[src/rtl/phase_seq_ctrl.sv]
// ---------------------------------------------------------------------------
// phase_seq_ctrl
//
// Sequencer that owns a WIDTH-bit shift counter and steps it a programmed
// number of times in Johnson (twisted-ring) or ring mode. Completion is
// reported with a one-cycle done pulse. Downstream logic uses q/qbar as
// multi-phase strobes.
//
// Optional feature macro: PHASE_SEQ_SELFCHECK_EN
//   defined   : q is checked for legality on every RUN edge; an illegal
//               code is replaced by the seed and the sticky err flag is set.
//   undefined : no checker, err tied low, illegal codes shift as-is.
//
// Parameters
//   WIDTH  counter width (>= 2)
//   CNT_W  width of the step count
//
// Ports
//   clk    in   rising-edge clock
//   reset  in   asynchronous reset, active low
//   start  in   run request (sampled in IDLE only)
//   stop   in   abort request (sampled in RUN only)
//   mode   in   0 = Johnson, 1 = ring (latched at start)
//   steps  in   number of shifts (latched at start)
//   q      out  phase vector (registered)
//   qbar   out  ~q
//   busy   out  high while running
//   done   out  one-cycle completion pulse
//   err    out  sticky illegal-state flag
// ---------------------------------------------------------------------------
module phase_seq_ctrl #(
  parameter int WIDTH = 4,
  parameter int CNT_W = 8
) (
  input  logic             clk,
  input  logic             reset,
  input  logic             start,
  input  logic             stop,
  input  logic             mode,
  input  logic [CNT_W-1:0] steps,
  output logic [WIDTH-1:0] q,
  output logic [WIDTH-1:0] qbar,
  output logic             busy,
  output logic             done,
  output logic             err
);

  localparam logic [1:0] IDLE = 2'd0;
  localparam logic [1:0] RUN  = 2'd1;
  localparam logic [1:0] DONE = 2'd2;

  localparam logic [CNT_W-1:0] CNT_ONE  = {{(CNT_W-1){1'b0}}, 1'b1};
  localparam logic [CNT_W-1:0] CNT_ZERO = '0;

  logic [1:0]       state;
  logic [WIDTH-1:0] q_r;
  logic [WIDTH-1:0] q_next_run;
  logic [CNT_W-1:0] remaining;
  logic             mode_l;

  // Johnson starts from all zeros, ring from a single set bit 0.
  function automatic logic [WIDTH-1:0] seed_of(input logic m);
    return {{(WIDTH-1){1'b0}}, m};
  endfunction

  // Johnson feeds back the inverted MSB, ring feeds back the MSB itself.
  function automatic logic [WIDTH-1:0] shift_of(input logic [WIDTH-1:0] v,
                                                input logic             m);
    return {v[WIDTH-2:0], (m ? v[WIDTH-1] : ~v[WIDTH-1])};
  endfunction

`ifdef PHASE_SEQ_SELFCHECK_EN
  // A legal Johnson code has at most one bit transition along its length
  // (exactly the 2*WIDTH codes of the cycle); a legal ring code is one-hot.
  function automatic logic is_legal(input logic [WIDTH-1:0] v,
                                    input logic             m);
    logic [WIDTH-2:0] edges;
    edges = v[WIDTH-1:1] ^ v[WIDTH-2:0];
    if (m)
      return (v != '0) && ((v & (v - 1'b1)) == '0);
    else
      return (edges & (edges - 1'b1)) == '0;
  endfunction

  logic legal;
  logic err_r;

  assign legal      = is_legal(q_r, mode_l);
  assign q_next_run = legal ? shift_of(q_r, mode_l) : seed_of(mode_l);

  always_ff @(posedge clk or negedge reset) begin
    if (!reset)
      err_r <= 1'b0;
    else if (state == RUN && !legal)
      err_r <= 1'b1;
  end

  assign err = err_r;
`else
  assign q_next_run = shift_of(q_r, mode_l);
  assign err        = 1'b0;
`endif

  always_ff @(posedge clk or negedge reset) begin
    if (!reset) begin
      state     <= IDLE;
      q_r       <= '0;
      remaining <= '0;
      mode_l    <= 1'b0;
    end else begin
      case (state)
        IDLE: begin
          if (start) begin
            mode_l    <= mode;
            q_r       <= seed_of(mode);
            remaining <= steps;
            state     <= (steps != CNT_ZERO) ? RUN : DONE;
          end
        end
        RUN: begin
          if (stop) begin
            // Abort freezes q on its current value.
            state <= DONE;
          end else begin
            q_r       <= q_next_run;
            remaining <= remaining - CNT_ONE;
            if (remaining == CNT_ONE)
              state <= DONE;
          end
        end
        DONE:    state <= IDLE;
        default: state <= IDLE;
      endcase
    end
  end

  assign q    = q_r;
  assign qbar = ~q_r;
  assign busy = (state == RUN);
  assign done = (state == DONE);

endmodule

[config.mk]
export PLATFORM = sky130hd
export DESIGN_NAME = phase_seq_ctrl
export DESIGN_NICKNAME = d
export VERILOG_FILES = /design/src/rtl/phase_seq_ctrl.sv
export SDC_FILE = /design/constraint.sdc
export NUM_CORES = 1
export LEC_CHECK = 0
export ABC_AREA = 1
export CAP_MARGIN = 20
export CORE_MARGIN = 3
export CORE_UTILIZATION = 40
export CTS_CLUSTER_DIAMETER = 80
export CTS_CLUSTER_SIZE = 8
export DETAILED_ROUTE_END_ITERATION = 7
export PLACE_DENSITY = 0.69
export SYNTH_ARGS = -nofsm -noshare
export SYNTH_HDL_FRONTEND = slang
export SYNTH_SLANG_ARGS = --single-unit
[constraint.sdc]
create_clock -name clk -period 1.3 [get_ports clk]
set_clock_uncertainty 0.2 [all_clocks]
set_input_delay 0.26 -clock clk [delete_from_list [all_inputs] [get_ports clk]]
set_output_delay 0.26 -clock clk [all_outputs]
set_load 0.02 [all_outputs]
# After elaboration in Yosys (flattened, before gate mapping)
# Cells that the tools add are included.
[totals] reg_bits=15 inputBits=13 out_inout_bits=11 elab_cells=31
[classes] add_sub_neg=1 eq_ne=6 mux=12 bitwise_logic=2 reduce_logical=6
[ops] operator="$mux 8" n=2
[ops] operator="$pmux 8 s2" n=1
[ops] operator="$eq 8x1->1 const B" n=1
[ops] operator="$mux 2" n=4
[ops] operator="$mux 4" n=2
[ops] operator="$pmux 4 s2" n=1
[ops] operator="$reduce_bool 8->1" n=1
[ops] operator="$sub 8x1->8 const B" n=1
[ops] operator="$ne 2x2->1 const B" n=2
[ops] operator="$not 4->4" n=1
[ops] operator="$pmux 2 s2" n=1
[ops] operator="$reduce_and 2->1" n=2
[ops] operator="$ne 3x2->1 const B" n=1
[ops] operator="$reduce_and 3->1" n=1
[ops] operator="$eq 2x1->1 const B" n=1
[ops] operator="$eq 2x2->1 const B" n=1
[ops] operator="$logic_not 2->1" n=1
[ops] operator="$reduce_bool 2->1" n=1
[ops] operator="$mux 1" n=1
[ops] operator="$not 1->1" n=1

# Logic depth before layout (Yosys ltp)
[logic_depth] ltp_word=4 mapped_depth=8 depth_no_buf=8

# Worst setup path after synthesis
# Ideal clock, no wire load.
[synth_timing] path_kind="register to register" startpoint="reg state[0]" endpoint="reg q_r[0] (netlist: q[0])" setup_ns=0.127 arrival_time_ns=1.033 t_required_ns=0.973 setup_slack_ns=-0.060 stages_incl_launch_ff=7 path_buffers=2 period_less_slack_ns=1.360 cell_sequence="dfrtp_1 -> nand2_2 -> buf_6 -> inv_8 -> buf_12 -> o211ai_2 -> o21ai_1"
[synth_between] elab_chain_len=3 elab_cells_between_ends=7 cone_classes="eq/ne (3); mux (1); reduce/logical (3)"
[synth_rtl] item="start, declared" line_no="55" source="logic [1:0] state;"
[synth_rtl] item="start signal, assigned" line_no="117" source="state <= (steps != CNT_ZERO) ? RUN : DONE;"
[synth_rtl] item="$eq 2x1->1 *"
[synth_rtl] item="via busy" line_no="43" source="output logic busy,"
[synth_rtl] item="$ne 2x2->1 (no source line) / $reduce_bool 2->1 (equally long branches)"
[synth_rtl] item="$reduce_and 3->1 (no source line)"
[synth_rtl] item="end signal, assigned" line_no="115" source="q_r <= seed_of(mode);"
[synth_rtl] item="end signal, assigned" line_no="125" source="q_r <= q_next_run;"
[synth_rtl] item="end, declared" line_no="56" source="logic [WIDTH-1:0] q_r;"
# The timed path passes the listed nets; every way through them passes the cells marked *.
# A chain may end at the register's enable or synchronous reset.

# Worst setup path after layout
[layout_timing] startpoint="reg state[0]" endpoint="out busy"
[layout_between] elab_chain_len=1
[layout_rtl] item="$eq 2x1->1" line_no="139" source="assign busy = (state == RUN);"
[layout_rtl] item="end, declared" line_no="43"
# Every way passes these cells.

==> impl_metrics.ini <==
[synthesis]
synthCells = 134
yosys_register_bits = 15
syn-num-nets = 149
netlist_area_sq_um = 1020
yosys_warnings = 0
avgSynthCellArea_sq_um = 7.64
ys_seq_area_frac = 0.367
yosysUniqueCellTypes = 25

[global_routing]
antenna_found_initial = 0
grt_start_max_net_pins = 17
grt_pass1_vias = 1139
grt_pass1_wl_um = 5130
gr-total-overflow = 0
grt.total_usage = 0.198

[setup_path]
r2r-end = remaining[2]$_DFFE_PN0P_
crit_slowest_cell = dfrtp_1
worstPathArrival_ns = 1.08
cp-end-kind = output port
slowest_delay_ns = 0.40
critPathMaxFanout = 3
worstPathCellList = buf_4 -> nand2_4 -> inv_8 -> buf_6
cp-start-kind = flop
critical_path_required_ns = 0.84
rrSetupSlack_ns = -0.19
crit_start = state[0]$_DFFE_PN0P_
critical_path_class = flop to output port
rr_startpoint = state[1]$_DFFE_PN0P_
path_delay_family = flip-flops
critPathBufInv = 3
reg2reg_depth = 7

[sta]
grt_setup_unrepaired = true
hold_violations = 0
post-route-period-util = 1.18
timing.hold.ws_ns = 0.0841
period_needed_ns = 1.54
layout_setup_ws_ns = -0.239
finalMaxSlewViolations = 0
max_freq_mhz = 650
setup_viol = 25

[job]
maxCapViolations = 0

[route]
wl_per_cell_um = 13.5
totalWireLength_um = 2970
drc = 0
routed_via_density = 5.08
drt_iter0_drc = 33
drtPass1Iterations = 4
drtAntennaViolNets = 0
via_count = 1123

[power_and_ir_drop]
power.density_nw_per_um2 = 2400
vdd_drop_max_mv = 1.64
p_leak_nw = 0.812

[floorplan]
dieArea_sq_um = 3200
initial_utilization = 0.441
core_area_sq_um = 2320
rows = 17
die_w_um = 56.6
die_y_um = 56.6
boundaryPins = 24

[clock_tree]
clock_latency_ns = 0.30
hold_buffers = 0
clockBufferDepth = 2
cts_inserted_buffers = 3
htree_levels = 1
path_clk_slew_ns = 0.10
cts_tree = built
cts_sinks = 15
cts-root-buf = clkbuf_4

[finish]
final_cell_mix = 33 x buf_4, 26 x nand2_1, 14 x inv_1, 14 x dfrtp_1, 13 x nor2_1
antenna_cells = 0
final_common_cell = buf_4
syn_to_final_growth_pct = 63.7
drive_above_1_share = 0.456
final_area_sq_um = 1680
instances_no_fill = 221
fillers = 166
fin_nets = 209

[place]
placed_area_sq_um = 1430
placedCellCount = 202
dp_slack_ns = -0.374
io_buffers = 22
gp_congestion = 0.849
dpl.hpwl_um = 1930

[run_status]
outcome = finished with violations
violations = setup timing

[worst_hold_path]
worstHoldPathType = primary input to async pin
-- cells by family (layout without fill, tap and decap cells) --
group	count (synthesis)	in the layout	share of synthesized area
and+or+nand+nor	59	59	0.263
AOI/OAI and AO/OA	29	29	0.186
buffers and inverters	26	85	0.137
DFF	15	15	0.367
adders and majority gates	2	2	0.0244
other	1	1	0.00366
xor gates and xnor gates	1	1	0.00856
muxes	1	1	0.0110
-- through the flow --
step	TNS [ns]	util	total power [mW]
after floorplan	-0.272	-	2.27
after global placement	-6.19	0.617	3.01
after detailed placement	-6.51	0.617	3.07
after CTS	-3.18	0.688	3.77
after global routing	-4.79	0.723	4.33
final	-3.26	0.723	4.03
-- metal layers --
metal / GRT usage / vias up / part of all wire
li1: - / 546 / -
met1: 0.238 / 539 / 0.41
met2: 0.353 / 32 / 0.52
met3: 0.0368 / 6 / 0.052
met4: 0.0610 / 0 / 0.016
met5: 0 / - / 0
-- report_power, final --
group / internal [mW] / switching [mW] / total, mW
sequential: 0.680 / 0.202 / 0.882
combinational: 1.39 / 1.47 / 2.86
clock: 0.115 / 0.167 / 0.281
total: 2.18 / 1.84 / 4.03
-- synth_stat cells, drive strengths merged --
master / instances / share of area
inv: 22 / 0.088
nand2: 29 / 0.11
xor2: 1 / 0.0086
nand4: 1 / 0.0061
mux2: 1 / 0.011
nor3: 1 / 0.0098
a21oi: 8 / 0.043
buf: 4 / 0.049
nand3: 13 / 0.083
o21ai: 19 / 0.12
nor2: 15 / 0.055
o211ai: 2 / 0.024
conb: 1 / 0.0037
dfrtp: 15 / 0.37
ha: 2 / 0.024
-- final cells by class --
type                       instances  area (sq um)  share of cell area
clock inverter                     1          5.00             0.00299
tap                               28          35.0              0.0209
timing repair buffer              59           556               0.332
multi-input combinational         93           591               0.353
inverter                          22          90.1              0.0538
clock buffer                       3          22.5              0.0134
sequential                        15           377               0.225
-- timing repair --
action	4_1_cts	5_1_grt
cloned	0	0
setup endpoints to repair	25	25
setup buffers	8	7
pin swaps	5	1
gates resized for setup	80	9
-- state kept, by name, indices dropped and copies added (netlist names) --
| register | flops |
|---|---|
| mode_l | 1 |
| remaining | 8 |
| q | 4 |
| state | 2 |
-- worst max path at each step --
stage                     depth (start not counted)               end  slack (ns)
after floorplan                                   6  q[0]$_DFFE_PN0P_       -0.05
after global placement                            4              busy       -0.35
after detailed placement                          4              busy       -0.37
after CTS                                         4              busy       -0.21
after global routing                              4              busy       -0.29
final                                             4              busy       -0.24
(Power assumes the default switching activity.)
==> variant 1: new RTL, same settings <==
Set the parameter `CNT_W` to 6 (it was 8).
--- a/src/rtl/phase_seq_ctrl.sv
+++ b/src/rtl/phase_seq_ctrl.sv
@@ -30,7 +30,7 @@
 // ---------------------------------------------------------------------------
 module phase_seq_ctrl #(
   parameter int WIDTH = 4,
-  parameter int CNT_W = 8
+  parameter int CNT_W = 6
 ) (
   input  logic             clk,
   input  logic             reset,
Ports: changed (resized steps); port bits go from 24 to 22. No check against the original RTL was run, so the function may have changed too.
==> variant 1 against the unedited design <==
  * The run still ends with negative setup slack left
  * Sequential cell count down 2
  * First-iteration DRC count up 6.1%
  * Wire length down 18%
  * Total power down 14%
  * Setup slack better by 0.085 ns
  * Design area down 16%
  * Synthesized area down 20%
  * Combinational power down 14%
  * Global-route usage up 1.1 points
  * Critical path type is now reg -> reg
  * Highest routed layer unchanged
==> variant 1: results (changes against the unedited design) <==
{| class="wikitable"
! Metric !! Value
|-
| Run status || finished, violations left (unchanged)
|-
| Violations in the final reports || negative setup slack (unchanged)
|-
| Wire length of the first global-routing pass || 4040 µm (was 5130 µm)
|-
| Portion of total power attributed to combinational logic || 70.7% (was 71.1%)
|-
| Setup TNS || -1.87 ns (was -3.26 ns)
|-
| Total wirelength of the detailed-routed design || 2430 µm (was 2970 µm)
|-
| Number of violations reported at the end of detailed-routing iteration 0 || 35 (was 33)
|-
| Least setup slack across all paths after layout || -0.154 ns (was -0.239 ns)
|-
| Seq/Total Area, Yosys || 39.8% (was 36.7%)
|-
| Switch Pwr || 1.53 mW (was 1.84 mW)
|-
| Number of nets in the synthesized netlist || 123 (was 149)
|-
| Post-CTS setup repair buffer count || 5 (was 8)
|-
| Global placer's final weighted congestion || 0.791 (was 0.849)
|-
| # nets final || 179 (was 209)
|-
| Total of cells resized after clock tree synthesis || 78 (was 80)
|-
| Total number of vias || 935 (was 1123)
|-
| Buffers on Ports || 20 (was 22)
|-
| Clock insertion delay at the later pin of the skew report || 0.28 ns (was 0.30 ns)
|-
| Final setup vio count || 23 (was 25)
|-
| Worst-path clk slew || 0.08 ns (was 0.10 ns)
|-
| Kind of cell adding the most delay to the critical path || simple AND/OR/NAND/NOR gates (was flip-flops)
|-
| Critical path peak fanout || 7 (was 3)
|-
| Share of post-route cells with drive strength above 1 || 45.5% (was 45.6%)
|-
| Average instance area after synthesis || 7.43 µm² (was 7.64 µm²)
|-
| Number of unique standard cell types used by synthesis || 22 (was 25)
|}
## variant 1: path summary, 6_finish.rpt
| check | start | endpoint | slack (ns) | depth (start not counted) |
|---|---|---|---|---|
| setup / recovery | state[1]$_DFFE_PN0P_ | remaining[3]$_DFFE_PN0P_ | -0.15 | 7 |
| hold / removal | reset | state[0]$_DFFE_PN0P_ | 0.08 | 2 |
| setup reg to reg | state[1]$_DFFE_PN0P_ | remaining[3]$_DFFE_PN0P_ | -0.15 | 7 |
| hold reg to reg | remaining[3]$_DFFE_PN0P_ | remaining[3]$_DFFE_PN0P_ | 0.29 | 2 |
| max in group asynchronous | reset | state[1]$_DFFE_PN0P_ | 0.64 | 2 |
| min in group clk | remaining[3]$_DFFE_PN0P_ | remaining[3]$_DFFE_PN0P_ | 0.29 | 2 |
## variant 1: layer usage
| layer | vias up | track usage (%) | share of wire, % |
|---|---|---|---|
| li1 | 459 | - | - |
| met1 | 437 | 25.5 | 40 |
| met2 | 35 | 35.0 | 51 |
| met3 | 4 | 4.66 | 6.7 |
| met4 | 0 | 9.42 | 1.8 |
| met5 | - | 0 | 0 |
## variant 1: area by class of cell
class / instances / area (µm²) / area share, %
clock buffer: 4 / 26.3 / 1.86
inverter: 14 / 52.6 / 3.72
multi-input combinational: 81 / 487 / 34.5
sequential: 13 / 327 / 23.1
tap: 25 / 31.3 / 2.22
timing repair buffer: 53 / 488 / 34.6
## variant 1: cell families after synthesis
group                    share of synthesized area [%]
AND/OR/NAND/NOR                                   34.0
buffers and inverters                             10.1
AO/OA/AOI/OAI                                     11.5
flip-flops                                        39.8
adder cells (fa/ha/maj)                           3.06
XOR/XNOR                                          1.07
other                                            0.459
==> variant 2: new RTL, same flow settings <==
Made on the original files. Register the inputs `start`, `stop`, `mode` and `steps` before use, with the module's reset. The logic sees them one clock later.
--- a/src/rtl/phase_seq_ctrl.sv
+++ b/src/rtl/phase_seq_ctrl.sv
@@ -51,6 +51,25 @@
 
   localparam logic [CNT_W-1:0] CNT_ONE  = {{(CNT_W-1){1'b0}}, 1'b1};
   localparam logic [CNT_W-1:0] CNT_ZERO = '0;
+
+  logic start_q;
+  logic stop_q;
+  logic mode_q;
+  logic [CNT_W-1:0] steps_q;
+
+  always_ff @(posedge clk or negedge reset) begin
+    if (!reset) begin
+      start_q <= '0;
+      stop_q  <= '0;
+      mode_q  <= '0;
+      steps_q <= '0;
+    end else begin
+      start_q <= start;
+      stop_q  <= stop;
+      mode_q  <= mode;
+      steps_q <= steps;
+    end
+  end
 
   logic [1:0]       state;
   logic [WIDTH-1:0] q_r;
@@ -110,15 +129,15 @@
     end else begin
       case (state)
         IDLE: begin
-          if (start) begin
-            mode_l    <= mode;
-            q_r       <= seed_of(mode);
-            remaining <= steps;
-            state     <= (steps != CNT_ZERO) ? RUN : DONE;
+          if (start_q) begin
+            mode_l    <= mode_q;
+            q_r       <= seed_of(mode_q);
+            remaining <= steps_q;
+            state     <= (steps_q != CNT_ZERO) ? RUN : DONE;
           end
         end
         RUN: begin
-          if (stop) begin
+          if (stop_q) begin
             // Abort freezes q on its current value.
             state <= DONE;
           end else begin
Behaviour: not the same (a bounded check fails within 4 cycles, from zero or initial values and one cycle with reset low).
==> variant 2 against the unedited design <==
  * The run still ends with negative setup slack left
  * Design area up 9.3%
  * Synthesized area rose by 19%
  * Total power increased by 2.8%
  * Setup slack got worse by 0.024 ns
  * First-iteration DRC count is 24% lower
  * Wire length shrank 3.4%
  * Hold slack got worse by 0.0071 ns
  * Sequential cell count is 11 higher
  * Largest power group unchanged
  * Highest routed layer unchanged
==> variant 2: results (changes against the unedited design) <==
{| class="wikitable"
! Metric !! Value
|-
| Largest net degree at the start of global routing || 27 (was 17)
|-
| Reg area || 653 µm² (was 377 µm²)
|-
| Met2 usage in global routing || 31.6% (was 35.3%)
|-
| Share of post-route cells with drive strength above 1 || 37.7% (was 45.6%)
|-
| Wire length of the first global-routing pass || 5020 µm (was 5130 µm)
|-
| Via count of the first global-routing pass || 1126 (was 1139)
|-
| Switch Pwr || 1.71 mW (was 1.84 mW)
|-
| Total of cells resized after clock tree synthesis || 81 (was 80)
|-
| Least setup slack across all paths after layout || -0.263 ns (was -0.239 ns)
|-
| # nets final || 215 (was 209)
|-
| Run status || finished, violations left (unchanged)
|-
| Clock tree cell share of total cell area || 1.98% (was 1.64%)
|-
| Ranking of synthesized cells by area || dfrtp_1, nand2_1, nor2_1 (was dfrtp_1, nand2_1, inv_1)
|-
| Final setup vio count || 25 (unchanged)
|-
| Number of violations reported at the end of detailed-routing iteration 0 || 25 (was 33)
|-
| Number of non-clock inverters in the layout || 20 (was 22)
|-
| Seq/Total Area, Yosys || 53.6% (was 36.7%)
|-
| Share of total power in sequential cells || 30.5% (was 21.9%)
|-
| Num Clock Sinks || 26 (was 15)
|-
| Number of nets in the synthesized netlist || 160 (was 149)
|-
| Violations in the final reports || negative setup slack (unchanged)
|-
| #MultiIn Comb || 96 (was 93)
|-
| Post-CTS setup repair buffer count || 10 (was 8)
|-
| Sum of routed wire segments on met1 || 1190 µm (was 1230 µm)
|-
| Hpwl dp || 2020 µm (was 1930 µm)
|-
| Critical path peak fanout || 2 (was 3)
|-
| Global-route track usage on met3 || 2.94% (was 3.68%)
|-
| Detailed-routed wire length on met3 || 117 µm (was 156 µm)
|-
| WL per Instance || 12.5 µm (was 13.5 µm)
|-
| Number of core rows || 19 (was 17)
|-
| Final-layout non-clock buffer area share || 27.1% (was 33.2%)
|-
| Post-detailed-route via-to-cell ratio || 4.87 (was 5.08)
|-
| Non-clk bufs || 53 (was 59)
|-
| Data arrival time of the critical path || 1.10 ns (was 1.08 ns)
|}
-- variant 2: changes by cell type in the layout (fill, tap and decap cells not counted), moves of 3 or more --
| cell | change |
|---|---|
| dfrtp_1 | +10 |
| buf_4 | -8 |
| nor2_1 | +6 |
| a21oi_1 | -5 |
| buf_6 | +5 |
| nand2_1 | +5 |
| nand3_2 | -4 |
| a21oi_2 | -3 |
-- variant 2: path summary, 6_finish.rpt --
check | start | endpoint | slack, ns
max in group asynchronous | reset | state[0]$_DFFE_PN0P_ | 0.66
hold reg to reg | remaining[4]$_DFFE_PN0P_ | remaining[4]$_DFFE_PN0P_ | 0.35
hold / removal | reset | steps_q[1]$_DFF_PN0_ | 0.08
setup reg to reg | state[0]$_DFFE_PN0P_ | remaining[4]$_DFFE_PN0P_ | -0.24
setup / recovery | state[1]$_DFFE_PN0P_ | done | -0.26
min in group clk | steps[5] | steps_q[5]$_DFF_PN0_ | 0.16
-- variant 2: worst reg2reg max path: cells and delay by family, from the launching register on --
kind / cells / cell delay (ns)
buf+inv: 2 / 0.28
simple gates: 3 / 0.23
flops: 1 / 0.47
compound gates: 2 / 0.27
-- variant 2: kinds of logic (layout without fill, tap and decap cells) --
logic type,after synthesis,after routing,synth area share (%)
compound gates,22,22,10.8
fa+ha+maj,2,2,2.06
buf+inv,23,77,8.34
simple gates,69,69,23.3
other cells,1,1,0.309
flops,26,26,53.6
xor+xnor,1,1,0.721
mux,1,1,0.927
-- variant 2: per-stage QoR --
stage               instances  instance area [µm²]  setup TNS [ns]  worst slack (ns)
finish                    230                 1830           -3.96            -0.263
global route              230                 1830           -5.89            -0.349
CTS                       224                 1750           -3.84            -0.228
detailed placement        211                 1580           -5.35            -0.331
global placement          211                 1580           -4.78            -0.314
floorplan                 145                 1220          -0.425           -0.0643
